<file path="config.mk">
export PLATFORM = sky130hd
export DESIGN_NAME = cordic_gain_fifo
export DESIGN_NICKNAME = d
export VERILOG_FILES = /design/src/rtl/cordic_gain_fifo.sv
export SDC_FILE = /design/constraint.sdc
export NUM_CORES = 1
export LEC_CHECK = 0
export BUFFER_PORTS_ARGS = -buffer_cell sky130_fd_sc_hd__buf_4
export CORE_UTILIZATION = 32
export CTS_CLUSTER_SIZE = 40
export DETAILED_ROUTE_END_ITERATION = 6
export HOLD_SLACK_MARGIN = 0.06
export PLACE_DENSITY = 0.58
export REMOVE_ABC_BUFFERS = 1
export SLEW_MARGIN = 15
export SYNTH_ARGS = -nofsm -noshare
export SYNTH_HDL_FRONTEND = slang
export SYNTH_SLANG_ARGS = --single-unit
</file>
<file path="constraint.sdc">
create_clock -name clk -period 8.6 [get_ports clk]
set_clock_uncertainty 0.2 [all_clocks]
set_input_delay 1.29 -clock clk [delete_from_list [all_inputs] [get_ports clk]]
set_output_delay 1.29 -clock clk [all_outputs]
set_load 0.02 [all_outputs]
</file>
<file path="src/rtl/cordic_gain_fifo.sv">
// Gain-correction and output buffer behind a non-stallable pipelined CORDIC.
// Optional macro CORDIC_GAIN_ROUND_EN selects round-half-up instead of truncation in stage 2.
module cordic_gain_fifo #(
  parameter int BIT_WIDTH     = 16,
  parameter int CORDIC_STAGES = 16,
  parameter int GAIN          = 19899,
  parameter int FIFO_DEPTH    = 8
) (
  input  logic                              clk,
  input  logic                              rst_n,
  input  logic                              in_valid,
  input  logic signed [BIT_WIDTH-1:0]       cordic_x,
  input  logic signed [BIT_WIDTH-1:0]       cordic_y,
  output logic                              out_valid,
  input  logic                              out_ready,
  output logic signed [BIT_WIDTH-1:0]       out_x,
  output logic signed [BIT_WIDTH-1:0]       out_y,
  output logic [$clog2(FIFO_DEPTH):0]       level,
  output logic                              overflow,
  input  logic                              ovf_clr
);

  localparam int AW   = $clog2(FIFO_DEPTH);
  localparam int PW   = 2*BIT_WIDTH+1;
  localparam int FRAC = 15;
  localparam logic signed [BIT_WIDTH:0] L_GAIN = (BIT_WIDTH+1)'(GAIN);
`ifdef CORDIC_GAIN_ROUND_EN
  localparam logic signed [PW-1:0] L_HALF = PW'(2**(FRAC-1));
`endif

  // in_valid travels alongside the CORDIC pipeline; the last tap lines up with its output.
  logic [CORDIC_STAGES:0]    r_vld_dly;
  logic                      w_vld_c;

  logic                      r_v1;
  logic signed [PW-1:0]      r_px;
  logic signed [PW-1:0]      r_py;

  logic                      r_v2;
  logic signed [BIT_WIDTH-1:0] r_sx;
  logic signed [BIT_WIDTH-1:0] r_sy;

  logic [2*BIT_WIDTH-1:0]    r_mem [FIFO_DEPTH];
  logic [AW:0]               r_wr_ptr;
  logic [AW:0]               r_rd_ptr;
  logic                      r_overflow;

  logic [AW:0]               w_level;
  logic                      w_empty;
  logic                      w_full;
  logic                      w_pop;
  logic                      w_do_write;
  logic                      w_drop;
  logic [2*BIT_WIDTH-1:0]    w_head;

  assign w_vld_c = r_vld_dly[CORDIC_STAGES];

  always_ff @(posedge clk or negedge rst_n) begin
    if (!rst_n) begin
      r_vld_dly <= '0;
      r_v1      <= 1'b0;
      r_v2      <= 1'b0;
    end else begin
      r_vld_dly <= {r_vld_dly[CORDIC_STAGES-1:0], in_valid};
      r_v1      <= w_vld_c;
      r_v2      <= r_v1;
    end
  end

  always_ff @(posedge clk) begin
    if (w_vld_c) begin
      r_px <= PW'(cordic_x) * PW'(L_GAIN);
      r_py <= PW'(cordic_y) * PW'(L_GAIN);
    end
    if (r_v1) begin
`ifdef CORDIC_GAIN_ROUND_EN
      r_sx <= BIT_WIDTH'((r_px + L_HALF) >>> FRAC);
      r_sy <= BIT_WIDTH'((r_py + L_HALF) >>> FRAC);
`else
      r_sx <= BIT_WIDTH'(r_px >>> FRAC);
      r_sy <= BIT_WIDTH'(r_py >>> FRAC);
`endif
    end
  end

  // Output handshake: a transfer happens at a rising edge where out_valid && out_ready;
  // out_x/out_y are the registered head entry and stay put until that transfer.
  assign w_level    = r_wr_ptr - r_rd_ptr;
  assign w_empty    = (w_level == '0);
  assign w_full     = (w_level == (AW+1)'(FIFO_DEPTH));
  assign w_pop      = !w_empty && out_ready;
  assign w_do_write = r_v2 && (!w_full || w_pop);
  assign w_drop     = r_v2 && w_full && !w_pop;
  assign w_head     = r_mem[r_rd_ptr[AW-1:0]];

  always_ff @(posedge clk) begin
    if (w_do_write) r_mem[r_wr_ptr[AW-1:0]] <= {r_sx, r_sy};
  end

  always_ff @(posedge clk or negedge rst_n) begin
    if (!rst_n) begin
      r_wr_ptr   <= '0;
      r_rd_ptr   <= '0;
      r_overflow <= 1'b0;
    end else begin
      if (w_do_write) r_wr_ptr <= r_wr_ptr + (AW+1)'(1);
      if (w_pop)      r_rd_ptr <= r_rd_ptr + (AW+1)'(1);
      // A drop in the same cycle as a clear must leave the flag set.
      if (w_drop)       r_overflow <= 1'b1;
      else if (ovf_clr) r_overflow <= 1'b0;
    end
  end

  assign out_valid = !w_empty;
  assign out_x     = w_empty ? '0 : w_head[2*BIT_WIDTH-1:BIT_WIDTH];
  assign out_y     = w_empty ? '0 : w_head[BIT_WIDTH-1:0];
  assign level     = w_level;
  assign overflow  = r_overflow;

endmodule

</file>
* After elaboration in Yosys (flattened, before gate mapping)
Memory sizes are Yosys's and may differ from the RTL's.
Index checks and enable logic that the tools add are counted.
** Word-level totals
- Bits in registers :: 122
- RAM bits :: 256
- Input bits :: 37
- Output and inout bits :: 38
- Logic and storage cells :: 33
- Memories kept :: 1
** Operators by class
- Add/sub/neg operators :: 3
- Multiply operators :: 2
- Equality and inequality tests :: 1
- Muxes and demuxes :: 6
- Reductions and logical operators :: 10
** Memory list
- r_mem :: words 8, bits a word 32, rd ports 1, clocked after memory_dff 0, write ports 1, line 43 : logic [2*BIT_WIDTH-1:0] r_mem [FIFO_DEPTH];
** Operators by type and width (count)
- 16-bit by 16-bit multiplier with 31-bit output (second input constant) :: 2
- 16-bit 2-to-1 mux :: 2
- 4-bit by 1-bit adder with 4-bit output (second input constant) :: 2
- 4-bit equality test (second input constant) :: 1
- 1-bit logical AND :: 4
- 4-bit zero test :: 1
- 1-bit 2-to-1 mux :: 4
- 4-bit subtractor :: 1
- 1-bit zero test :: 3
- 2-bit nonzero test :: 1
- 1-bit logical OR :: 1

* Logic depth before layout (Yosys ltp)
Gate-level depths: netlist of the first run.
- Depth after elaboration :: 8
- Mapped depth :: 21
- Depth with buffers taken out :: 20

* Least setup slack after synthesis of the first run
OpenSTA, ideal clock, no wires.
- Path type :: flip-flop to flip-flop
- From :: register r_rd_ptr[1]
- To :: memory r_mem[0][0] (netlist bit), enable pin
- Library setup time :: 0.502 ns
- Arrival :: 5.659 ns
- Required time :: 7.898 ns
- Path slack :: 2.240 ns
- Stages on the path, launching flop included :: 11
- Path buffers :: 2
- Clock period less this slack :: 6.360 ns
- Path through :: dfrtp_1 > buf_1 > clkbuf_1 > inv_1 > ha_1 > nor2b_1 > o21a_1 > or3_1 > and2_1 > a21o_1 > nor4_1
** On the way
- Cells in the longest elaborated chain, start to end :: 8
- Elaborated cells on any way between the ends :: 10
- Those cells by class :: add/sub: 1; eq/ne: 1; mux: 2; reduce/logical: 6
** RTL lines
- start, declared :: line 45 : logic [AW:0] r_rd_ptr;
- start signal, assigned :: line 107 : if (w_pop) r_rd_ptr <= r_rd_ptr + (AW+1)'(1);
- 4-bit subtractor * :: line 88 : assign w_level = r_wr_ptr - r_rd_ptr;
- named net level[3] :: line 18 : output logic [$clog2(FIFO_DEPTH):0] level,
- 4-bit zero test :: line 89 : assign w_empty = (w_level == '0);
- 1-bit zero test :: line 91 : assign w_pop = !w_empty && out_ready;
- 1-bit logical AND :: line 91
- 1-bit logical OR * :: line 92 : assign w_do_write = r_v2 && (!w_full || w_pop);
- 1-bit logical AND * :: line 92
- 1-bit 2-to-1 mux * :: line 97 : if (w_do_write) r_mem[r_wr_ptr[AW-1:0]] <= {r_sx, r_sy};
- 1-bit 2-to-1 mux (implied by the code) * :: line 97
- end, declared :: line 43
The timed path passes the listed nets; every way through them passes the cells marked *.

* Worst setup path after layout of the first run
- From :: input port cordic_x[15]
- To :: register r_px[30] (data pin)
** On the way
- Cells in the longest elaborated chain, start to end :: 1
** RTL lines
- start, declared :: line 12 : input logic signed [BIT_WIDTH-1:0] cordic_x,
- 16-bit by 16-bit multiplier with 31-bit output :: line 72 : r_px <= PW'(cordic_x) * PW'(L_GAIN);
- end signal, assigned :: line 72
- end, declared :: line 36 : logic signed [PW-1:0] r_px;
No other way between the ends.
A chain may end at the register's enable or synchronous reset.

==> flow_summary_export.csv, run 1 <==
group,metric,value,unit
outcome,status,"finished, final reports clean",
logic_synthesis,postSynthCellCount,1872,
floorplanning,ios,75,
final_layout,num_antenna_cells,0,
timing,rsz0062_at_grt,"false",
floorplanning,coreArea,0.0758,mm²
setup_path,crit_start,"cordic_x[15]",
setup_path,worstRegToRegCells,10,
setup_path,cpPeakStageDelay,0.52,ns
job,cap_violations,0,
clocking,clock_path_buffers,3,
setup_path,crit_chain,"buf_4 -> ha_1 -> inv_1 -> fa_1 -> fa_1 -> fa_1 -> fa_1 -> inv_1 -> fa_1 -> inv_1 -> ha_1 -> a21oi_1 -> o211ai_1 -> nand2_1 -> nand2_1 -> or4_1 -> and4_1",
clocking,postCtsSetupBuffers,0,
global_route,grt_max_degree,52,
timing,finalSetupViolCount,0,
routing,ant_nets,0,
floorplanning,placementRows,101,
clocking,htreeDepth,2,
logic_synthesis,yosys_warnings,0,
final_layout,synthToLayoutAreaGrowth,11.8,%
routing,wl,52800,µm
routing,post-route-drc-count,0,
floorplanning,start_util,0.323,
logic_synthesis,syn-cell-area,0.0245,mm²
routing,wl_per_cell,17.8,µm
setup_path,endpoint,"r_px[30]$_DFFE_PP_",
final_layout,final_cell_mix,"343 x inv_1, 320 x edfxtp_1, 297 x ha_1",
floorplanning,die_y,279,µm
logic_synthesis,ys_seq_area_frac,0.421,
clocking,clock_sinks,348,
placed_design,dp.cells,2899,
timing,period_needed,6.34,ns
global_route,grt_usage,0.139,
timing,slew_headroom,0.338,
timing,slew_violations,0,
global_route,grt_antenna_before_repair,0,
clocking,root_buffer,"clkbuf_16",
routing,vias,14200,
clocking,clock_latency,0.53,ns
setup_path,required,8.67,ns
routing,drtIter0Drc,760,
clocking,cts_buffers,35,
setup_path,cpMostUsedCell,"fa_1",
floorplanning,die_w,279,µm
final_layout,drive_above_1_share,0.118,
global_route,grt_pass1_vias,15000,
setup_path,worstSetupPathDepth,17,
hold_path,hp-class,"reg -> reg",
global_route,grt-ovfl-total,0,
setup_path,path_class,"in -> reg",
clocking,cts_hold_buf,0,
floorplanning,die_area,0.0776,mm²
clocking,clk_pin_slew_worst_paths,0.06,ns
final_layout,num-nets-final,2498,
placed_design,place_congestion,0.868,
routing,drt_pass1_iterations,5,
setup_path,slowest_stage,"fa_1",
placed_design,dpl.hpwl,38600,µm
logic_synthesis,synth.distinct_cells,68,
setup_path,cp_top_family,"adder cells",
global_route,grt_pass1_wl,84800,µm
setup_path,startpoint_type,"input pin",
setup_path,reg2reg_from,"r_wr_ptr[0]$_DFFE_PN0P_",
setup_path,r2r_slack,4.26,ns
logic_synthesis,ys_ff_latch,348,
timing,fin_crit_sh,0.737,
setup_path,path_max_fanout,35,
setup_path,crit_buf_inv,4,
routing,viasPerCell,4.78,
setup_path,endpoint_kind,"register",
timing,tightest_slew,0.993,ns
logic_synthesis,async_flop_share,0.0805,
setup_path,cp_data_arrival_time,6.41,ns
timing,fmax,0.158,GHz
logic_synthesis,synth_flop_cell,"edfxtp_1",
final_layout,final_common_cell,"inv_1",
clocking,post_cts_resized,0,
placed_design,io_buffers,74,
logic_synthesis,synth_edf_count,320,
timing,finalHoldViolations,0,
hold_path,holdCritStartpoint,"r_vld_dly[0]$_DFF_PN0_",
clocking,tritoncts,"built",
logic_synthesis,syn_avg_cell_area,13.1,µm²
final_layout,stdcell_count,2961,
timing,finalSetupTns,0,ns
setup_path,reg2reg_to,"r_mem[5][20]$_DFFE_PP_",
-- sequential cells by signal, indices dropped and copies added, names as in the netlist --
| signal | cells |
|---|---|
| r_mem | 256 |
| r_vld_dly | 17 |
| r_px | 16 |
| r_py | 16 |
| r_sx | 16 |
| r_sy | 16 |
| r_rd_ptr | 4 |
| r_wr_ptr | 4 |
| overflow | 1 |
| r_v1 | 1 |
| r_v2 | 1 |
-- worst min-delay path by stage --
stage,end,slack (ns),cells past startpoint
final,r_vld_dly[1]$_DFF_PN0_,0.15,0
after floorplan,r_vld_dly[10]$_DFF_PN0_,0.13,0
after detailed placement,r_vld_dly[2]$_DFF_PN0_,0.14,0
after global placement,r_vld_dly[16]$_DFF_PN0_,0.14,0
after global routing,r_vld_dly[2]$_DFF_PN0_,0.15,0
after CTS,r_vld_dly[2]$_DFF_PN0_,0.15,0
-- stage by stage --
step                 util  hold WS, ns  setup WS, ns  area, µm²
floorplan               -        0.131         0.634      24300
global placement    0.346        0.138          1.84      26300
global route        0.361        0.152          1.87      27400
finish              0.361        0.147          2.26      27400
detailed placement  0.346        0.136          1.71      26300
CTS                 0.361        0.148          2.26      27400
-- area by class of cell --
cell class	instances	area (µm²)
clock inverter	17	174
sequential	348	10300
timing repair buffer	89	668
multi-input combinational	1141	12800
tap	978	1220
fill	7300	48500
clock buffer	45	935
inverter	343	1290
-- synthesized netlist by cell type, types with 32 or more instances --
master	count	area, µm²
inv_1	343	1290
nor2_1	47	176
o21ai_0	39	195
ha_1	297	3720
nand2_1	119	447
xor2_1	48	420
edfxtp_1	320	9610
a21o_1	32	240
xnor2_1	40	350
fa_1	206	4120
a21oi_1	93	465
mux4_2	64	1440
-- kinds of logic (layout without fill, tap and decap cells) --
family / Yosys count / in the layout / share of synthesized area
multiplexers: 70 / 70 / 0.0614
buffers and inverters: 383 / 494 / 0.0594
AND/OR/NAND/NOR: 244 / 244 / 0.0451
flip-flops: 348 / 348 / 0.421
adder cells (fa/ha/maj): 503 / 503 / 0.320
AO/OA/AOI/OAI: 236 / 236 / 0.0613
XOR/XNOR: 88 / 88 / 0.0315
-- metal layers --
metal,wire length [µm],track usage,share of wire,up-vias
li1,-,-,-,6622
met1,25300,0.195,0.48,7221
met2,25300,0.235,0.48,272
met3,1680,0.0129,0.032,43
met4,527,0.0224,0.010,0
met5,0,0,0,-
Power of run 1 is left out: the tool's default activity adds up to more than one toggle a clock period on the data nets, which glitch-free logic cannot reach.
==> run 2, diff against run 1 <==
PLACE_DENSITY = 0.59   (was 0.58)
clock period = 5.75 ns   (was 8.6 ns; I/O delays follow)
==> run 2 against run 1 <==
  * Global-route usage is 0.54 points higher
  * Via count grew 5.1%
  * Cell count grew 8.5%
  * Critical path type unchanged
  * Critical endpoint unchanged
==> flow_summary_export.csv, run 2 (synthesis results as in run 1) <==
group,metric,value,unit
routing,ant_nets,0,
floorplanning,die_w,279,µm
placed_design,place_ws,-0.424,ns
setup_path,startpoint_type,"input pin",
placed_design,dpl.hpwl,40700,µm
setup_path,cp_data_arrival_time,5.64,ns
routing,drt_pass1_iterations,7,
routing,top_layer_used,"met4",
timing,tightest_slew,0.888,ns
hold_path,worstHoldPathCells,0,
routing,drtIter0Drc,834,
timing,finalHoldViolations,0,
final_layout,num_antenna_cells,0,
placed_design,place_congestion,0.868,
routing,post-route-drc-count,0,
timing,finalSetupTns,0,ns
routing,wirelength_met1,25700,µm
placed_design,io_buffers,74,
setup_path,path_class,"in -> reg",
global_route,grt-ovfl-total,0,
timing,period_needed,5.58,ns
outcome,status,"finished, final reports clean",
final_layout,stdcell_count,3212,
setup_path,endpoint_kind,"register",
final_layout,fillerInstances,7213,
clocking,cts_buffers,35,
global_route,grt_pass1_wl,88700,µm
final_layout,drive_above_1_share,0.221,
timing,fmax,0.179,GHz
clocking,htreeDepth,2,
timing,rsz0062_at_grt,"false",
clocking,clock_latency,0.51,ns
final_layout,largest_reg_flops,256,
final_layout,final_cell_mix,"343 x inv_1, 336 x buf_4, 320 x edfxtp_1",
clocking,clock_sinks,348,
routing,viasPerCell,4.63,
final_layout,final_core_util,0.387,
hold_path,hp-class,"reg -> reg",
routing,met3_length,1430,µm
clocking,clk_pin_slew_worst_paths,0.06,ns
routing,wl_per_cell,17.0,µm
clocking,tritoncts,"built",
routing,vias,14900,
placed_design,dp.cells,3147,
routing,wl,54500,µm
global_route,grt_antenna_before_repair,0,
routing,wl_met2,26900,µm
final_layout,num-nets-final,2748,
global_route,grt_max_degree,60,
clocking,clock_path_buffers,3,
floorplanning,start_util,0.323,
timing,slew_violations,0,
floorplanning,die_area,0.0776,mm²
clocking,root_buffer,"clkbuf_16",
final_layout,synthToLayoutAreaGrowth,19.9,%
setup_path,path_max_fanout,4,
floorplanning,die_y,279,µm
setup_path,required,5.81,ns
setup_path,worstRegToRegCells,9,
timing,slew_headroom,0.408,
timing,setup_slack,0.171,ns
floorplanning,placementRows,101,
global_route,grt_pass1_vias,16300,
floorplanning,coreArea,0.0758,mm²
job,cap_violations,0,
final_layout,final_common_cell,"inv_1",
timing,finalSetupViolCount,0,
timing,fin_crit_sh,0.970,
global_route,grt_usage,0.144,
floorplanning,ios,75,
run 2: cell count changes in the layout (fill, tap and decap cells not counted), sizes merged:
cell         previous run  this run
clkinvlp                1         3
dlygate4sd3             0         1
bufinv                  3         4
buf                    89       338
clkinv                 12        15
inv                   344       345
clkbuf                 45        39
run 2: per-layer routing:
metal	vias to the layer above	GRT usage
met5	-	0
met4	0	0.0211
met3	34	0.0130
met2	197	0.251
met1	7527	0.198
li1	7126	-
run 2: area by class of cell:
class / count / area [µm²] / share of cell area
multi-input cells: 1141 / 12800 / 0.436
inverters: 343 / 1290 / 0.0439
flip-flops and latches: 348 / 10300 / 0.351
repair buffers: 339 / 2570 / 0.0876
clock buffers: 39 / 912 / 0.0311
well taps: 978 / 1220 / 0.0417
clock inverters: 24 / 244 / 0.00831
run 2: per-stage QoR:
| stage | instance area (µm²) | hold slack [ns] |
|---|---|---|
| after floorplan | 24300 | 0.131 |
| after global placement | 28100 | 0.137 |
| after detailed placement | 28100 | 0.136 |
| after CTS | 29300 | 0.149 |
| after global routing | 29400 | 0.152 |
| final | 29400 | 0.148 |
run 2: path summary, 6_finish.rpt:
| path | from | end | slack [ns] |
|---|---|---|---|
| worst max-delay path | cordic_x[5] | r_px[30]$_DFFE_PP_ | 0.17 |
| worst min-delay path | r_vld_dly[5]$_DFF_PN0_ | r_vld_dly[6]$_DFF_PN0_ | 0.15 |
| worst max register to register | r_rd_ptr[0]$_DFFE_PN0P_ | r_mem[5][22]$_DFFE_PP_ | 1.98 |
| worst min register to register | r_vld_dly[5]$_DFF_PN0_ | r_vld_dly[6]$_DFF_PN0_ | 0.15 |
| max in group asynchronous | rst_n | r_rd_ptr[0]$_DFFE_PN0P_ | 4.46 |
| min in group asynchronous | rst_n | r_vld_dly[4]$_DFF_PN0_ | 0.61 |
run 2: worst max-delay path, stage by stage:
cell,delay [ns]
buf_4,0.13
ha_1,0.32
xor2_1,0.17
ha_1,0.20
a21o_1,0.17
fa_1,0.53
inv_1,0.06
fa_1,0.53
inv_1,0.05
fa_1,0.49
fa_1,0.42
ha_1,0.31
and4_2,0.26
and3_2,0.20
o2111ai_1,0.13
o41ai_4,0.18
or4_1,0.42
and4_1,0.20
run 2: what timing repair did:
action | 4_1_cts | 5_1_grt
resized for setup | 0 | 9
hold endpoints to repair | 28 | 0
buffers inserted | 0 | 1
setup endpoints to repair | 0 | 8
hold buffers | 1 | 0
Power of run 2 is left out for the same reason.
